### src/rtl/ov5640_cfg_pkg.sv
// Shared constants for the OV5640 SCCB configuration sequencer:
// I2C master register map, command bits, LUT marker and FSM states.
package ov5640_cfg_pkg;

  localparam logic [2:0] REG_PRERLO = 3'd0;
  localparam logic [2:0] REG_PRERHI = 3'd1;
  localparam logic [2:0] REG_CTR    = 3'd2;
  localparam logic [2:0] REG_TXR    = 3'd3;
  localparam logic [2:0] REG_CR     = 3'd4;

  localparam logic [7:0] CR_STA     = 8'h80;
  localparam logic [7:0] CR_STO     = 8'h40;
  localparam logic [7:0] CR_WR      = 8'h10;
  localparam logic [7:0] CR_IACK    = 8'h01;
  localparam logic [7:0] CTR_EN_IEN = 8'hC0;

  localparam logic [31:0] LUT_END = 32'hFFFF_FFFF;

  typedef logic [3:0] state_t;

  localparam state_t S_PWRUP    = 4'd0;
  localparam state_t S_INIT     = 4'd1;
  localparam state_t S_LOAD     = 4'd2;
  localparam state_t S_TXR      = 4'd3;
  localparam state_t S_CR       = 4'd4;
  localparam state_t S_WAIT_INT = 4'd5;
  localparam state_t S_IACK     = 4'd6;
  localparam state_t S_WAIT_CLR = 4'd7;
  localparam state_t S_NEXT     = 4'd8;
  localparam state_t S_DELAY    = 4'd9;
  localparam state_t S_DONE     = 4'd10;
  localparam state_t S_ERROR    = 4'd11;

  function automatic logic [7:0] tx_byte(
    input logic [31:0] e,
    input logic [1:0]  b
  );
    logic [7:0] v;
    unique case (b)
      2'd0:    v = e[31:24];
      2'd1:    v = e[23:16];
      2'd2:    v = e[15:8];
      default: v = e[7:0];
    endcase
    return v;
  endfunction

  function automatic logic [7:0] cr_cmd(input logic [1:0] b);
    logic [7:0] c;
    unique case (1'b1)
      b == 2'd0: c = CR_STA | CR_WR;
      b == 2'd3: c = CR_STO | CR_WR;
      default:   c = CR_WR;
    endcase
    return c;
  endfunction

endpackage

### src/rtl/ov5640_i2c_sequencer.sv
// Walks the OV5640 register LUT and drives the I2C master register
// interface with one four-byte SCCB write per entry.
module ov5640_i2c_sequencer
  import ov5640_cfg_pkg::*;
#(
  parameter logic [9:0]  LUT_SIZE     = 10'd256,
  parameter logic [15:0] PRESCALE     = 16'd53,
  parameter int unsigned PWRUP_WAIT   = 540_000,
  parameter int unsigned SWRST_WAIT   = 135_000,
  parameter int unsigned BYTE_TIMEOUT = 27_000
) (
  input  logic        I_clk,
  input  logic        I_rst_n,
  output logic [9:0]  O_lut_index,
  input  logic [31:0] I_lut_data,
  output logic        O_tx_en,
  output logic [2:0]  O_waddr,
  output logic [7:0]  O_wdata,
  input  logic        I_iic_int,
  output logic        O_busy,
  output logic        O_done,
  output logic        O_err
);

  localparam logic [19:0] PW_LAST = 20'(PWRUP_WAIT - 1);
  localparam logic [19:0] SW_LAST = 20'(SWRST_WAIT - 1);
  localparam logic [19:0] TO_LAST = 20'(BYTE_TIMEOUT - 1);

  state_t      state, nstate;
  logic [1:0]  b, nb;
  logic [19:0] wait_cnt, ncnt;
  logic [31:0] ent, nent;
  logic [9:0]  nidx;
  logic        stb;
  logic [2:0]  saddr;
  logic [7:0]  sdata;
  logic        ndone, nerr;

  // Strobe outputs are computed with the next state so the
  // registered strobe coincides with the state that issues it.
  always_comb begin
    nstate = state;
    nb     = b;
    ncnt   = wait_cnt;
    nent   = ent;
    nidx   = O_lut_index;
    stb    = 1'b0;
    saddr  = O_waddr;
    sdata  = O_wdata;
    ndone  = O_done;
    nerr   = O_err;
    unique case (state)
      S_PWRUP: begin
        if (wait_cnt == PW_LAST) begin
          nstate = S_INIT;
          nb     = 2'd0;
          ncnt   = '0;
          stb    = 1'b1;
          saddr  = REG_PRERLO;
          sdata  = PRESCALE[7:0];
        end else begin
          ncnt = wait_cnt + 20'd1;
        end
      end
      S_INIT: begin
        unique case (b)
          2'd0: begin
            nb    = 2'd1;
            stb   = 1'b1;
            saddr = REG_PRERHI;
            sdata = PRESCALE[15:8];
          end
          2'd1: begin
            nb    = 2'd2;
            stb   = 1'b1;
            saddr = REG_CTR;
            sdata = CTR_EN_IEN;
          end
          default: begin
            nstate = S_LOAD;
            nb     = 2'd0;
          end
        endcase
      end
      S_LOAD: begin
        if (O_lut_index == LUT_SIZE || I_lut_data == LUT_END) begin
          nstate = S_DONE;
          ndone  = 1'b1;
        end else begin
          nent   = I_lut_data;
          nb     = 2'd0;
          nstate = S_TXR;
          stb    = 1'b1;
          saddr  = REG_TXR;
          sdata  = tx_byte(I_lut_data, 2'd0);
        end
      end
      S_TXR: begin
        nstate = S_CR;
        stb    = 1'b1;
        saddr  = REG_CR;
        sdata  = cr_cmd(b);
      end
      S_CR: begin
        nstate = S_WAIT_INT;
        ncnt   = '0;
      end
      S_WAIT_INT: begin
        if (I_iic_int) begin
          nstate = S_IACK;
          stb    = 1'b1;
          saddr  = REG_CR;
          sdata  = CR_IACK;
        end else if (wait_cnt == TO_LAST) begin
          nstate = S_ERROR;
          nerr   = 1'b1;
        end else begin
          ncnt = wait_cnt + 20'd1;
        end
      end
      S_IACK: nstate = S_WAIT_CLR;
      S_WAIT_CLR: begin
        if (!I_iic_int) begin
          if (b == 2'd3) begin
            nstate = S_NEXT;
          end else begin
            nb     = b + 2'd1;
            nstate = S_TXR;
            stb    = 1'b1;
            saddr  = REG_TXR;
            sdata  = tx_byte(ent, b + 2'd1);
          end
        end
      end
      S_NEXT: begin
        nidx = O_lut_index + 10'd1;
        // A software reset of the sensor needs settling time.
        if (ent[23:8] == 16'h3008 && ent[7]) begin
          nstate = S_DELAY;
          ncnt   = '0;
        end else begin
          nstate = S_LOAD;
        end
      end
      S_DELAY: begin
        if (wait_cnt == SW_LAST) nstate = S_LOAD;
        else ncnt = wait_cnt + 20'd1;
      end
      S_DONE:  nstate = S_DONE;
      S_ERROR: nstate = S_ERROR;
      default: nstate = S_PWRUP;
    endcase
  end

  always_ff @(posedge I_clk or negedge I_rst_n) begin
    if (!I_rst_n) begin
      state       <= S_PWRUP;
      b           <= '0;
      wait_cnt    <= '0;
      ent         <= '0;
      O_lut_index <= '0;
      O_tx_en     <= 1'b0;
      O_waddr     <= '0;
      O_wdata     <= '0;
      O_busy      <= 1'b1;
      O_done      <= 1'b0;
      O_err       <= 1'b0;
    end else begin
      state       <= nstate;
      b           <= nb;
      wait_cnt    <= ncnt;
      ent         <= nent;
      O_lut_index <= nidx;
      O_tx_en     <= stb;
      O_waddr     <= saddr;
      O_wdata     <= sdata;
      O_busy      <= ~(ndone | nerr);
      O_done      <= ndone;
      O_err       <= nerr;
    end
  end

endmodule
### config.mk
export PLATFORM = sky130hd
export DESIGN_NAME = ov5640_i2c_sequencer
export DESIGN_NICKNAME = d
export VERILOG_FILES = /design/src/rtl/ov5640_cfg_pkg.sv /design/src/rtl/ov5640_i2c_sequencer.sv
export SDC_FILE = /design/constraint.sdc
export NUM_CORES = 1
export LEC_CHECK = 0
export BUFFER_PORTS_ARGS = -buffer_cell sky130_fd_sc_hd__clkbuf_2
export CAP_MARGIN = 20
export CORE_MARGIN = 2
export CORE_UTILIZATION = 40
export DETAILED_ROUTE_END_ITERATION = 10
export MAX_ROUTING_LAYER = met4
export PLACE_DENSITY = 0.56
export SLEW_MARGIN = 20
export SYNTH_ARGS = -nofsm -noshare
export SYNTH_HDL_FRONTEND = slang
export SYNTH_SLANG_ARGS = --single-unit
export TNS_END_PERCENT = 20
### constraint.sdc
create_clock -name I_clk -period 6.2 [get_ports I_clk]
set_input_delay 0.93 -clock I_clk [delete_from_list [all_inputs] [get_ports I_clk]]
set_output_delay 0.93 -clock I_clk [all_outputs]
set_load 0.01 [all_outputs]
==> results of run 1 <==
power breakdown:
part           switching, mW  internal, mW
Clock                  0.221         0.292
Combinational          0.595         0.538
Sequential             0.254         0.761
worst paths after layout:
path	start	to	slack [ps]	depth (start not counted)
max in group asynchronous	I_rst_n	wait_cnt[6]	5040	1
setup / recovery	state[0]	O_wdata[0]	2960	6
setup reg to reg	state[0]	O_wdata[0]	2960	6
min in group asynchronous	I_rst_n	O_lut_index[5]	620	1
hold / removal	O_lut_index[9]	O_lut_index[9]	480	1
hold reg to reg	O_lut_index[9]	O_lut_index[9]	480	1
final cells by class:
type,count,area [sq um]
clock buffer,12,256
multi-input combinational,327,2330
fill,1031,5760
timing repair buffer,62,324
inverter,11,41.3
tap,140,175
sequential,83,2080
clock inverter,3,23.8
through the flow:
| step | hold slack, ps | instance area, sq um | setup slack, ps | util |
|---|---|---|---|---|
| 2_1_floorplan | 461 | 4560 | 3620 | - |
| 3_3_place_gp | 475 | 4930 | 3070 | 0.449 |
| 3_5_place_dp | 484 | 4930 | 3050 | 0.449 |
| 4_1_cts | 493 | 5210 | 3050 | 0.474 |
| 5_1_grt | 505 | 5230 | 2710 | 0.476 |
| 6_report | 484 | 5230 | 2960 | 0.476 |
sequential cells by signal, summed over array words and instances (netlist names):
| signal | count |
|---|---|
| O_busy | 1 |
| O_done | 1 |
| O_err | 1 |
| O_lut_index | 10 |
| O_tx_en | 1 |
| O_waddr | 3 |
| O_wdata | 8 |
| b | 2 |
| ent | 32 |
| state | 4 |
| wait_cnt | 20 |
per-layer routing:
| layer | vias to the layer above | routed length, microns |
|---|---|---|
| met4 | 0 | 257 |
| met2 | 113 | 5260 |
| met3 | 21 | 582 |
| li1 | 1754 | - |
| met5 | - | 0 |
| met1 | 1842 | 5490 |
cells by family (layout without fill, tap and decap cells):
kind of cell             Yosys count  count (layout)  share of synthesized area
adder cells (fa/ha/maj)           10              10                     0.0274
multiplexers                      45              45                      0.117
buffers and inverters             35              88                     0.0365
XOR/XNOR                           9               9                     0.0173
AND/OR/NAND/NOR                  154             154                      0.184
AO/OA/AOI/OAI                    109             109                      0.162
flip-flops                        83              83                      0.456
synth_stat cells (10+ instances only):
cell type / n
nand4_1: 15
o31ai_1: 10
a21oi_1: 18
dfrtp_1: 82
nand3_1: 12
nand2b_1: 11
o21ai_0: 39
nand2_1: 32
inv_1: 11
ha_1: 10
nor2_1: 27
clkbuf_1: 16
mux2_2: 35
==> report_table.html, run 1 <==
<table>
<tr><th>Metric</th><th>Value</th></tr>
<tr><th colspan="2">Status</th></tr>
<tr><td>Result of the run</td><td>finished, final reports clean</td></tr>
<tr><th colspan="2">Routing</th></tr>
<tr><td>Via-per-instance ratio</td><td>5.85</td></tr>
<tr><td>First-pass detailed-route iteration total</td><td>5</td></tr>
<tr><td>Final routed wire length divided by cell count</td><td>18.2 microns</td></tr>
<tr><td>Total number of vias</td><td>3730</td></tr>
<tr><td>Remaining design rule violation count</td><td>0</td></tr>
<tr><td>DRT Wirelength</td><td>11.6 mm</td></tr>
<tr><td>Count of antenna-violating nets left after detailed routing</td><td>0</td></tr>
<tr><td>Count of routing violations after the opening detailed-route iteration</td><td>380</td></tr>
<tr><th colspan="2">Timing</th></tr>
<tr><td>Relative max-transition margin</td><td>0.467</td></tr>
<tr><td>RSZ-0062 raised after global routing</td><td>no</td></tr>
<tr><td>Final number of setup-violating endpoints</td><td>0</td></tr>
<tr><td>Hold Fails Final Rpt</td><td>0</td></tr>
<tr><td>Portion of the clock cycle consumed by the worst path in the final layout</td><td>0.522</td></tr>
<tr><td>Accumulated negative setup slack</td><td>0 ps</td></tr>
<tr><td>Final critical path time including I/O delays and setup</td><td>3240 ps</td></tr>
<tr><td>Transition at the pin with the smallest max-transition slack</td><td>799 ps</td></tr>
<tr><td>Upper clock frequency limit</td><td>0.309 GHz</td></tr>
<tr><td>Worst Skew</td><td>8.82 ps</td></tr>
<tr><td>Max-slew violations</td><td>0</td></tr>
<tr><th colspan="2">Global routing</th></tr>
<tr><td>Wire length of the first global-routing pass</td><td>19.0 mm</td></tr>
<tr><td>Maximum number of pins on one net before global-route repair</td><td>84</td></tr>
<tr><td>Initial antenna violation count</td><td>0</td></tr>
<tr><td>Met2 layer usage reported by global route</td><td>0.292</td></tr>
<tr><td>Grt ovf</td><td>0</td></tr>
<tr><td>Layer with the highest usage</td><td>met2</td></tr>
<tr><td>GRT met1 Usage</td><td>0.266</td></tr>
<tr><td>Via count of the first global-routing pass</td><td>3661</td></tr>
<tr><td>Total GRT Usage</td><td>0.199</td></tr>
<tr><td>Met3 routing resource usage after global routing</td><td>0.0536</td></tr>
<tr><th colspan="2">Yosys</th></tr>
<tr><td>Number of flip-flops and latches in the synthesized netlist</td><td>83</td></tr>
<tr><td>Area share of the leading cell type in the synthesized netlist</td><td>0.450</td></tr>
<tr><td>Number of flops mapped to enable cells by yosys</td><td>0</td></tr>
<tr><td>Cell area after synthesis</td><td>4560 sq um</td></tr>
<tr><td>Number of instances in the synthesized netlist</td><td>445</td></tr>
<tr><td>Largest cells by area after synthesis</td><td>dfrtp_1 (45%), mux2_2 (8.6%), o21ai_0 (4.3%)</td></tr>
<tr><td>Post-synthesis sequential area ratio</td><td>0.456</td></tr>
<tr><td>Distinct cell type count after synthesis</td><td>54</td></tr>
<tr><td>Warnings from Yosys</td><td>0</td></tr>
<tr><td>Largest area contributor in the netlist</td><td>dfrtp_1</td></tr>
<tr><td>Commonest register cell after synthesis</td><td>dfrtp_1</td></tr>
<tr><td>Synth async-reset ratio</td><td>1.00</td></tr>
<tr><td>Avg Inst Size Synth</td><td>10.2 sq um</td></tr>
<tr><td>Syn Nets</td><td>490</td></tr>
<tr><th colspan="2">Critical path</th></tr>
<tr><td>Crit-path max FO</td><td>20</td></tr>
<tr><td>Worst path arrival time</td><td>3470 ps</td></tr>
<tr><td>Critical Path Source Type</td><td>flip-flop</td></tr>
<tr><td>CP Cell Sequence</td><td>nand2b_1 -&gt; nor3_1 -&gt; o21ai_0 -&gt; o311ai_0 -&gt; a311o_1 -&gt; mux2_2</td></tr>
<tr><td>Critical path's slowest cell</td><td>dfrtp_1</td></tr>
<tr><td>Maximum cell stage delay along the critical path</td><td>740 ps</td></tr>
<tr><td>Buf/Inv on CP</td><td>0</td></tr>
<tr><td>Critical path endpoint category</td><td>flip-flop</td></tr>
<tr><td>Classification of the worst setup path</td><td>reg2reg</td></tr>
<tr><td>Kind of cell adding the most delay to the critical path</td><td>compound AO/OA/AOI/OAI gates</td></tr>
<tr><td>Required @ worst endpoint</td><td>6430 ps</td></tr>
<tr><th colspan="2">Floorplanning</th></tr>
<tr><td>Total core area</td><td>11000 sq um</td></tr>
<tr><td>Initial standard-cell utilization of the core</td><td>0.415</td></tr>
<tr><td>Die outline width</td><td>111 microns</td></tr>
<tr><td>Overall die height</td><td>111 microns</td></tr>
<tr><td>Number of I/O pins</td><td>60</td></tr>
<tr><td>Die ar.</td><td>12300 sq um</td></tr>
<tr><td>Number of placement rows</td><td>38</td></tr>
<tr><th colspan="2">Clock tree</th></tr>
<tr><td>Clock buffers created by TritonCTS</td><td>9</td></tr>
<tr><td>Clock sink count</td><td>83</td></tr>
<tr><td>Clock Pin Slew Worst Setup and Hold Paths</td><td>60 ps</td></tr>
<tr><td>Root Buffer</td><td>clkbuf_16</td></tr>
<tr><td>Quantity of hold-fixing buffers added after cts</td><td>0</td></tr>
<tr><td>Quantity of gates resized following cts</td><td>0</td></tr>
<tr><td>Number of setup buffers added after CTS</td><td>0</td></tr>
<tr><td>CTS tree</td><td>done</td></tr>
<tr><td>Number of H-tree branching levels</td><td>3</td></tr>
<tr><td>Insertion delay of the later-clocked pin in the worst-skew pair</td><td>350 ps</td></tr>
<tr><td>Maximum count of clock buffers along a single path</td><td>2</td></tr>
<tr><th colspan="2">Finish</th></tr>
<tr><td>Ant. Diodes</td><td>0</td></tr>
<tr><td>Leading cell type in the layout, fill and taps excluded</td><td>dfrtp_1</td></tr>
<tr><td>Net count, final</td><td>539</td></tr>
<tr><td>Fraction of layout instances using a drive strength above 1</td><td>0.265</td></tr>
<tr><td>Final non-filler cell total</td><td>638</td></tr>
<tr><td>Area growth from synthesis to layout</td><td>14.6%</td></tr>
<tr><td>Leading cell types in the layout, fill and taps excluded</td><td>dfrtp_1 (82), clkbuf_2 (58), o21ai_0 (39), mux2_2 (35), nand2_1 (32)</td></tr>
<tr><th colspan="2">Pwr</th></tr>
<tr><td>Max rail drop VDD</td><td>0.000292 V</td></tr>
<tr><td>Power density normalized to cell area</td><td>509 nW/um^2</td></tr>
<tr><td>Leakage power figure</td><td>2.24 nW</td></tr>
<tr><td>Overall Power</td><td>2.66 mW</td></tr>
<tr><th colspan="2">Hold path</th></tr>
<tr><td>Worst Hold Class</td><td>reg2reg</td></tr>
<tr><th colspan="2">Placed design</th></tr>
<tr><td>Final weighted congestion of routability-driven global placement</td><td>0.862</td></tr>
<tr><td>I/O Buffers</td><td>59</td></tr>
<tr><td>Placed wire-length estimate</td><td>8.16 mm</td></tr>
<tr><td>Placed cells</td><td>623</td></tr>
<tr><th colspan="2">Job</th></tr>
<tr><td>Maximum Capacitance Violations</td><td>0</td></tr>
</table>
No activity file was read; power rests on OpenSTA's default activity.
==> inputs of run 2 (changes only) <==
--- a/config.mk
+++ b/config.mk
@@ -11,7 +11,7 @@
 export CORE_UTILIZATION = 40
 export DETAILED_ROUTE_END_ITERATION = 10
 export MAX_ROUTING_LAYER = met4
-export PLACE_DENSITY = 0.56
+export PLACE_DENSITY = 0.58
 export SLEW_MARGIN = 20
 export SYNTH_ARGS = -nofsm -noshare
 export SYNTH_HDL_FRONTEND = slang
==> constraint.sdc (replaced) <==
create_clock -name I_clk -period 2.85 [get_ports I_clk]
set_input_delay 0.4275 -clock I_clk [delete_from_list [all_inputs] [get_ports I_clk]]
set_output_delay 0.4275 -clock I_clk [all_outputs]
set_load 0.01 [all_outputs]
==> run 2 against run 1 <==
Net effect: combinational power grew 140%; setup slack lost 2800 ps; flip-flop and latch count is the same; critical path depth grew 2; via count shrank 0.48%; maximum frequency grew 20%; clock power grew 130%; register-to-register slack lost 2800 ps; clock-buffer cell count shrank 2; critical endpoint is now O_waddr[0]; largest power group unchanged.
==> report_table.html, run 2 (synthesis results as in run 1) <==
<table>
<tr><th>Metric</th><th>Value</th></tr>
<tr><th colspan="2">Finish</th></tr>
<tr><td>Leading cell type in the layout, fill and taps excluded</td><td>dfrtp_1</td></tr>
<tr><td>Leading cell types in the layout, fill and taps excluded</td><td>dfrtp_1 (82), clkbuf_2 (58), o21ai_0 (39), mux2_2 (35), nand2_1 (32)</td></tr>
<tr><td>Fraction of layout instances using a drive strength above 1</td><td>0.283 (+0.0178)</td></tr>
<tr><td>Number of flip-flops under the largest register name</td><td>32 (unchanged)</td></tr>
<tr><td>Area growth from synthesis to layout</td><td>16.6%</td></tr>
<tr><td>Net count, final</td><td>550 (+2.0%)</td></tr>
<tr><td>Biggest regs</td><td>ent (32), wait_cnt (20), O_lut_index (10)</td></tr>
<tr><td>Ant. Diodes</td><td>0 (unchanged)</td></tr>
<tr><td>Largest register by flop count</td><td>ent</td></tr>
<tr><th colspan="2">Timing</th></tr>
<tr><td>Portion of the clock cycle consumed by the worst path in the final layout</td><td>0.943 (+0.421)</td></tr>
<tr><td>Accumulated negative setup slack</td><td>0 ps (unchanged)</td></tr>
<tr><td>Worst Skew</td><td>8.87 ps (+0.0452 ps)</td></tr>
<tr><td>Relative max-transition margin</td><td>0.493 (+0.0260)</td></tr>
<tr><td>Hold Fails Final Rpt</td><td>0 (unchanged)</td></tr>
<tr><td>Upper clock frequency limit</td><td>0.372 GHz (+20%)</td></tr>
<tr><td>Final number of setup-violating endpoints</td><td>0 (unchanged)</td></tr>
<tr><td>Transition at the pin with the smallest max-transition slack</td><td>760 ps (-39.1 ps)</td></tr>
<tr><td>Final WS setup</td><td>161 ps (-2800 ps)</td></tr>
<tr><td>Max-slew violations</td><td>0 (unchanged)</td></tr>
<tr><td>Final critical path time including I/O delays and setup</td><td>2690 ps (-550 ps)</td></tr>
<tr><th colspan="2">Routing</th></tr>
<tr><td>DRT Wirelength</td><td>11.5 mm (-1.0%)</td></tr>
<tr><td>Count of antenna-violating nets left after detailed routing</td><td>0 (unchanged)</td></tr>
<tr><td>Final routed wire length divided by cell count</td><td>17.7 microns (-2.7%)</td></tr>
<tr><td>Count of routing violations after the opening detailed-route iteration</td><td>342 (-10%)</td></tr>
<tr><td>Remaining design rule violation count</td><td>0 (unchanged)</td></tr>
<tr><td>Via-per-instance ratio</td><td>5.72 (-2.2%)</td></tr>
<tr><td>Total number of vias</td><td>3712 (-0.48%)</td></tr>
<tr><td>First-pass detailed-route iteration total</td><td>7 (+2)</td></tr>
<tr><th colspan="2">Hold path</th></tr>
<tr><td>Worst Hold Class</td><td>in2async</td></tr>
<tr><th colspan="2">Pwr</th></tr>
<tr><td>Comb pwr share</td><td>0.448 (+0.022)</td></tr>
<tr><td>Switching power summed over all nets</td><td>2.34 mW (+120%)</td></tr>
<tr><td>Sw frac</td><td>0.394 (-0.00843)</td></tr>
<tr><td>Sequential power share</td><td>0.357 (-0.025)</td></tr>
<tr><td>Share of total power in the clock network</td><td>0.196 (+0.003)</td></tr>
<tr><td>Power density normalized to cell area</td><td>1120 nW/um^2 (+120%)</td></tr>
<tr><td>Leakage power figure</td><td>2.32 nW (+3.2%)</td></tr>
<tr><td>Max rail drop VDD</td><td>0.000420 V (+44%)</td></tr>
<tr><td>Internal power consumption</td><td>3.61 mW (+130%)</td></tr>
<tr><th colspan="2">Critical path</th></tr>
<tr><td>Beginning of the worst register-to-register path</td><td>O_lut_index[0]</td></tr>
<tr><td>Critical path endpoint category</td><td>flip-flop</td></tr>
<tr><td>Crit-path max FO</td><td>12 (-40%)</td></tr>
<tr><td>Cell count of the worst reg-to-reg path</td><td>8 (+2)</td></tr>
<tr><td>Worst path arrival time</td><td>2920 ps (-550 ps)</td></tr>
<tr><td>Critical Path Source Type</td><td>flip-flop</td></tr>
<tr><td>Register-to-register setup slack</td><td>160 ps (-2800 ps)</td></tr>
<tr><td>Classification of the worst setup path</td><td>reg2reg</td></tr>
<tr><td>Required @ worst endpoint</td><td>3080 ps (-3350 ps)</td></tr>
<tr><td>Reg2reg end</td><td>O_waddr[0]</td></tr>
<tr><th colspan="2">Clock tree</th></tr>
<tr><td>Clock buffers created by TritonCTS</td><td>9 (unchanged)</td></tr>
<tr><td>Clock sink count</td><td>83 (unchanged)</td></tr>
<tr><td>Insertion delay of the later-clocked pin in the worst-skew pair</td><td>350 ps (about the same)</td></tr>
<tr><td>Number of H-tree branching levels</td><td>3 (unchanged)</td></tr>
<tr><td>Quantity of hold-fixing buffers added after cts</td><td>0 (unchanged)</td></tr>
<tr><td>Root Buffer</td><td>clkbuf_16</td></tr>
<tr><td>Maximum count of clock buffers along a single path</td><td>2 (unchanged)</td></tr>
<tr><td>Clock Pin Slew Worst Setup and Hold Paths</td><td>60 ps (about the same)</td></tr>
<tr><td>CTS tree</td><td>done</td></tr>
<tr><th colspan="2">Global routing</th></tr>
<tr><td>Wire length of the first global-routing pass</td><td>19.4 mm (+1.9%)</td></tr>
<tr><td>Total GRT Usage</td><td>0.201 (+0.00264)</td></tr>
<tr><td>Via count of the first global-routing pass</td><td>3780 (+3.3%)</td></tr>
<tr><td>Initial antenna violation count</td><td>0 (unchanged)</td></tr>
<tr><td>Maximum number of pins on one net before global-route repair</td><td>84 (unchanged)</td></tr>
<tr><td>Grt ovf</td><td>0 (unchanged)</td></tr>
<tr><th colspan="2">Floorplanning</th></tr>
<tr><td>Initial standard-cell utilization of the core</td><td>0.415 (unchanged)</td></tr>
<tr><td>Number of I/O pins</td><td>60 (unchanged)</td></tr>
<tr><td>Die ar.</td><td>12300 sq um (unchanged)</td></tr>
<tr><td>Total core area</td><td>11000 sq um (unchanged)</td></tr>
<tr><td>Overall die height</td><td>111 microns (unchanged)</td></tr>
<tr><td>Number of placement rows</td><td>38 (unchanged)</td></tr>
<tr><td>Die outline width</td><td>111 microns (unchanged)</td></tr>
<tr><th colspan="2">Placed design</th></tr>
<tr><td>Placed wire-length estimate</td><td>8.35 mm (+2.3%)</td></tr>
<tr><td>Placement Setup Slack</td><td>-62.2 ps (-3110 ps)</td></tr>
<tr><td>I/O Buffers</td><td>59 (unchanged)</td></tr>
<tr><td>Final weighted congestion of routability-driven global placement</td><td>0.938 (+8.8%)</td></tr>
<tr><th colspan="2">Job</th></tr>
<tr><td>Maximum Capacitance Violations</td><td>0 (unchanged)</td></tr>
<tr><th colspan="2">Status</th></tr>
<tr><td>Result of the run</td><td>finished, final reports clean</td></tr>
</table>
run 2: final cells by class:
type / count / area [sq um]
well taps: 140 / 175
clock buffers: 10 / 239
flip-flops and latches: 83 / 2080
multi-input cells: 327 / 2320
inverters: 11 / 41.3
clock inverters: 5 / 53.8
fillers: 1015 / 5670
repair buffers: 73 / 407
run 2: power groups by stage:
stage | registers (mW) | clock network [mW] | logic (mW)
floorplan | 1.98 | 0 | 2.07
global placement | 2.12 | 0 | 2.61
detailed placement | 2.13 | 0 | 2.64
CTS | 2.12 | 1.20 | 2.66
global route | 2.19 | 1.25 | 2.95
finish | 2.12 | 1.16 | 2.66
run 2: timing repair:
action                                  CTS  global route
resized for setup                         1             1
pin swaps                                 0             1
endpoints found under the setup margin   10            11
buffers inserted                          0             0
run 2: critical path, cell delays in order, from the launching register on:
cell and delay (ps):
dfrtp_1 410, inv_1 110, ha_1 140, or4b_1 470, nor4_2 310, a21oi_1 110, and2_1 200, a311o_2 470
mux2_4 350
run 2: how the worst max path moves through the flow:
stage	startpoint	end	slack, ps	cells past startpoint
floorplan	O_lut_index[0]	O_waddr[0]	280	10
global placement	O_lut_index[0]	O_waddr[1]	40	8
detailed placement	O_lut_index[0]	O_waddr[0]	-60	8
CTS	O_lut_index[0]	O_waddr[0]	30	8
global route	O_lut_index[0]	O_waddr[0]	-20	8
finish	O_lut_index[0]	O_waddr[0]	160	8
run 2: per-layer routing:
layer / up-vias / global-route usage / part of all wire
met5: - / - / 0
met4: 0 / 0.0750 / 0.018
met3: 19 / 0.0372 / 0.045
met2: 108 / 0.319 / 0.47
met1: 1814 / 0.259 / 0.46
li1: 1771 / - / -
run 2: stage by stage:
stage               hold slack, ps  power, mW   util  cells  cell area (sq um)
finish                         132       5.95  0.484    649               5320
global route                   213       6.39  0.484    649               5320
CTS                            323       5.98  0.483    649               5310
detailed placement             476       4.78  0.456    634               5010
global placement               474       4.73  0.456    634               5010
floorplan                      132       4.05      -    445               4560
==> inputs of run 3 (changes only) <==
--- a/config.mk
+++ b/config.mk
@@ -5,6 +5,7 @@
 export SDC_FILE = /design/constraint.sdc
 export NUM_CORES = 1
 export LEC_CHECK = 0
+export ABC_AREA = 1
 export BUFFER_PORTS_ARGS = -buffer_cell sky130_fd_sc_hd__clkbuf_2
 export CAP_MARGIN = 20
 export CORE_MARGIN = 2
==> run 3 against run 2 <==
Net effect: cell count rose by 49%; non-clock buffer count fell by 6; highest routed layer unchanged; largest cell class unchanged; via count rose by 32%.
==> report_table.html, run 3 <==
<table>
<tr><th>Metric</th><th>Value</th></tr>
<tr><th colspan="2">Routing</th></tr>
<tr><td>Total number of vias</td><td>4918 (+32%)</td></tr>
<tr><td>Via-per-instance ratio</td><td>5.08 (-11%)</td></tr>
<tr><td>DRT Wirelength</td><td>14.5 mm (+26%)</td></tr>
<tr><td>Count of routing violations after the opening detailed-route iteration</td><td>405 (+18%)</td></tr>
<tr><td>Remaining design rule violation count</td><td>0 (unchanged)</td></tr>
<tr><td>Count of antenna-violating nets left after detailed routing</td><td>0 (unchanged)</td></tr>
<tr><td>Final routed wire length divided by cell count</td><td>15.0 microns (-15%)</td></tr>
<tr><td>First-pass detailed-route iteration total</td><td>5 (-2)</td></tr>
<tr><th colspan="2">Clock tree</th></tr>
<tr><td>Clock Pin Slew Worst Setup and Hold Paths</td><td>60 ps (about the same)</td></tr>
<tr><td>Insertion delay of the later-clocked pin in the worst-skew pair</td><td>350 ps (about the same)</td></tr>
<tr><td>Maximum count of clock buffers along a single path</td><td>2 (unchanged)</td></tr>
<tr><td>CTS tree</td><td>done</td></tr>
<tr><td>Quantity of hold-fixing buffers added after cts</td><td>0 (unchanged)</td></tr>
<tr><td>Clock buffers created by TritonCTS</td><td>9 (unchanged)</td></tr>
<tr><td>Number of H-tree branching levels</td><td>3 (unchanged)</td></tr>
<tr><td>Clock sink count</td><td>83 (unchanged)</td></tr>
<tr><td>Root Buffer</td><td>clkbuf_16</td></tr>
<tr><th colspan="2">Global routing</th></tr>
<tr><td>Maximum number of pins on one net before global-route repair</td><td>51 (-39%)</td></tr>
<tr><td>Total GRT Usage</td><td>0.239 (+0.0373)</td></tr>
<tr><td>Initial antenna violation count</td><td>0 (unchanged)</td></tr>
<tr><td>Grt ovf</td><td>0 (unchanged)</td></tr>
<tr><td>Wire length of the first global-routing pass</td><td>23.9 mm (+23%)</td></tr>
<tr><td>Via count of the first global-routing pass</td><td>4747 (+26%)</td></tr>
<tr><th colspan="2">Floorplanning</th></tr>
<tr><td>Number of I/O pins</td><td>60 (unchanged)</td></tr>
<tr><td>Overall die height</td><td>116 microns (+4.9%)</td></tr>
<tr><td>Initial standard-cell utilization of the core</td><td>0.414 (-0.00125)</td></tr>
<tr><td>Total core area</td><td>12200 sq um (+11%)</td></tr>
<tr><td>Die ar.</td><td>13500 sq um (+10%)</td></tr>
<tr><td>Number of placement rows</td><td>40 (+5.3%)</td></tr>
<tr><td>Die outline width</td><td>116 microns (+4.9%)</td></tr>
<tr><th colspan="2">Finish</th></tr>
<tr><td>Biggest regs</td><td>ent (32), wait_cnt (20), O_lut_index (10)</td></tr>
<tr><td>Final non-filler cell total</td><td>968 (+49%)</td></tr>
<tr><td>Area growth from synthesis to layout</td><td>15.5%</td></tr>
<tr><td>Leading cell types in the layout, fill and taps excluded</td><td>nand2_1 (285), dfrtp_1 (82), nor2_1 (71), inv_1 (70), nand3_1 (59)</td></tr>
<tr><td>Leading cell type in the layout, fill and taps excluded</td><td>nand2_1</td></tr>
<tr><td>Area of all sequential standard cells</td><td>2080 sq um (unchanged)</td></tr>
<tr><td>Final design instance area without fill</td><td>5810 sq um (+9.3%)</td></tr>
<tr><td>Final standard cell utilization of the core</td><td>0.478 (-0.00608)</td></tr>
<tr><td>Largest register by flop count</td><td>ent</td></tr>
<tr><td>Net count, final</td><td>840 (+53%)</td></tr>
<tr><td>Total area of multi-input combinational cells</td><td>2550 sq um (+9.9%)</td></tr>
<tr><td>Fraction of layout instances using a drive strength above 1</td><td>0.130 (-0.153)</td></tr>
<tr><td>Number of filler instances in the final layout</td><td>1288 (+27%)</td></tr>
<tr><td>Number of flip-flops under the largest register name</td><td>32 (unchanged)</td></tr>
<tr><td>Ant. Diodes</td><td>0 (unchanged)</td></tr>
<tr><th colspan="2">Placed design</th></tr>
<tr><td>Instance area after placement</td><td>5510 sq um (+9.8%)</td></tr>
<tr><td>Placed cells</td><td>952 (+50%)</td></tr>
<tr><td>I/O Buffers</td><td>59 (unchanged)</td></tr>
<tr><td>Placed wire-length estimate</td><td>11.0 mm (+31%)</td></tr>
<tr><td>Final weighted congestion of routability-driven global placement</td><td>0.924 (-1.5%)</td></tr>
<tr><th colspan="2">Timing</th></tr>
<tr><td>Hold Fails Final Rpt</td><td>0 (unchanged)</td></tr>
<tr><td>RSZ-0062 raised after global routing</td><td>no</td></tr>
<tr><td>Final critical path time including I/O delays and setup</td><td>2280 ps (-407 ps)</td></tr>
<tr><td>Final number of setup-violating endpoints</td><td>0 (unchanged)</td></tr>
<tr><td>Relative max-transition margin</td><td>0.510 (+0.0172)</td></tr>
<tr><td>Upper clock frequency limit</td><td>0.438 GHz (+18%)</td></tr>
<tr><td>Max-slew violations</td><td>0 (unchanged)</td></tr>
<tr><td>Accumulated negative setup slack</td><td>0 ps (unchanged)</td></tr>
<tr><td>Worst Skew</td><td>8.18 ps (-0.685 ps)</td></tr>
<tr><td>Portion of the clock cycle consumed by the worst path in the final layout</td><td>0.800 (-0.143)</td></tr>
<tr><td>Transition at the pin with the smallest max-transition slack</td><td>733 ps (-26.8 ps)</td></tr>
<tr><th colspan="2">Hold path</th></tr>
<tr><td>Worst Hold Class</td><td>in2async</td></tr>
<tr><th colspan="2">Critical path</th></tr>
<tr><td>Critical path's slowest cell</td><td>dfrtp_1</td></tr>
<tr><td>Source of the critical timing path</td><td>wait_cnt[0]</td></tr>
<tr><td>Register-to-register setup slack</td><td>570 ps (+410 ps)</td></tr>
<tr><td>Reg2reg end</td><td>O_wdata[5]</td></tr>
<tr><td>Cell count of the worst reg-to-reg path</td><td>11 (+3)</td></tr>
<tr><td>Maximum cell stage delay along the critical path</td><td>450 ps (-20 ps)</td></tr>
<tr><td>Beginning of the worst register-to-register path</td><td>wait_cnt[0]</td></tr>
<tr><td>Critical path endpoint category</td><td>flip-flop</td></tr>
<tr><td>Critical Path Source Type</td><td>flip-flop</td></tr>
<tr><td>Crit-path max FO</td><td>12 (unchanged)</td></tr>
<tr><td>Worst path arrival time</td><td>2520 ps (-400 ps)</td></tr>
<tr><td>Kind of cell adding the most delay to the critical path</td><td>simple AND/OR/NAND/NOR gates</td></tr>
<tr><td>Required @ worst endpoint</td><td>3090 ps (about the same)</td></tr>
<tr><td>CP Cell Sequence</td><td>ha_1 -&gt; nand2_1 -&gt; nor2_2 -&gt; inv_2 -&gt; nor2_1 -&gt; nand3_1 -&gt; nor2_1 -&gt; nor2_2 -&gt; nand2_1 -&gt; nand2_1 -&gt; nand2_1</td></tr>
<tr><td>Buf/Inv on CP</td><td>1 (unchanged)</td></tr>
<tr><td>Classification of the worst setup path</td><td>reg2reg</td></tr>
<tr><td>Cell with the most instances on the worst path</td><td>nand2_1</td></tr>
<tr><th colspan="2">Yosys</th></tr>
<tr><td>Largest area contributor in the netlist</td><td>dfrtp_1</td></tr>
<tr><td>Synth async-reset ratio</td><td>1.00 (unchanged)</td></tr>
<tr><td>Post-synth top cells</td><td>nand2_1 (285), dfrtp_1 (82), nor2_1 (72), inv_1 (70), nand3_1 (59)</td></tr>
<tr><td>Avg Inst Size Synth</td><td>6.83 sq um (-33%)</td></tr>
<tr><td>Largest cells by area after synthesis</td><td>dfrtp_1 (41%), nand2_1 (21%), nand3_1 (5.9%)</td></tr>
<tr><td>Syn Nets</td><td>782 (+60%)</td></tr>
<tr><td>Number of flops mapped to enable cells by yosys</td><td>0 (unchanged)</td></tr>
<tr><td>Number of flip-flops and latches in the synthesized netlist</td><td>83 (unchanged)</td></tr>
<tr><td>Commonest register cell after synthesis</td><td>dfrtp_1</td></tr>
<tr><td>Distinct cell type count after synthesis</td><td>34 (-37%)</td></tr>
<tr><td>Warnings from Yosys</td><td>0 (unchanged)</td></tr>
<tr><td>Number of instances in the synthesized netlist</td><td>737 (+66%)</td></tr>
<tr><td>Post-synthesis sequential area ratio</td><td>0.413 (-0.0429)</td></tr>
<tr><td>Area share of the leading cell type in the synthesized netlist</td><td>0.408 (-0.0424)</td></tr>
<tr><td>Count leader, synth</td><td>nand2_1</td></tr>
<tr><td>Cell area after synthesis</td><td>5030 sq um (+10%)</td></tr>
<tr><th colspan="2">Status</th></tr>
<tr><td>Result of the run</td><td>finished, final reports clean</td></tr>
<tr><th colspan="2">Pwr</th></tr>
<tr><td>Leakage power figure</td><td>2.97 nW (+28%)</td></tr>
<tr><td>Power density normalized to cell area</td><td>919 nW/um^2 (-18%)</td></tr>
<tr><td>Max rail drop VDD</td><td>0.000528 V (+26%)</td></tr>
<tr><td>Overall Power</td><td>5.34 mW (-10%)</td></tr>
<tr><th colspan="2">Job</th></tr>
<tr><td>Maximum Capacitance Violations</td><td>0 (unchanged)</td></tr>
</table>
[run 3: metal layers]
layer,track usage,share of wire
met5,-,0
met4,0.0952,0.025
met3,0.0337,0.047
met1,0.321,0.47
met2,0.366,0.46
[run 3: worst max path at each step]
stage                       endpoint  slack [ps]  cells after the start
final                     O_wdata[5]         570                     11
after detailed placement  O_wdata[5]         350                     11
after global placement    O_wdata[3]         390                     11
after CTS                 O_wdata[5]         340                     11
after floorplan           O_wdata[1]        1150                     11
after global routing      O_wdata[3]         260                     11
[run 3: layout make-up]
cell class	instances	area share
Multi-Input combinational cell	552	0.439
Sequential cell	83	0.357
Timing Repair Buffer	67	0.0615
Inverter	82	0.0529
Clock buffer	11	0.0417
Tap cell	168	0.0362
Clock inverter	5	0.0110
[run 3: metrics by stage]
stage                     hold slack [ps]  worst slack (ps)
after floorplan                       132              1150
after global placement                466               389
after detailed placement              468               354
after CTS                            91.4               340
after global routing                  118               258
final                                71.5               569
[run 3: cell families after synthesis]
kind of cell | Yosys count | synth area share
AND/OR/NAND/NOR | 451 | 0.370
buffers and inverters | 102 | 0.0805
flip-flops | 83 | 0.413
AO/OA/AOI/OAI | 75 | 0.0842
XOR/XNOR | 16 | 0.0278
adder cells (fa/ha/maj) | 10 | 0.0249
[run 3: where the power goes]
group,internal (mW),switching [mW]
clock network,0.708,0.508
registers,1.55,0.262
logic,0.708,1.61
total,2.97,2.37
[run 3: repair_timing]
item,in CTS,in global routing
setup endpoints to repair,0,9
setup buffers,0,0
resized for setup,0,1
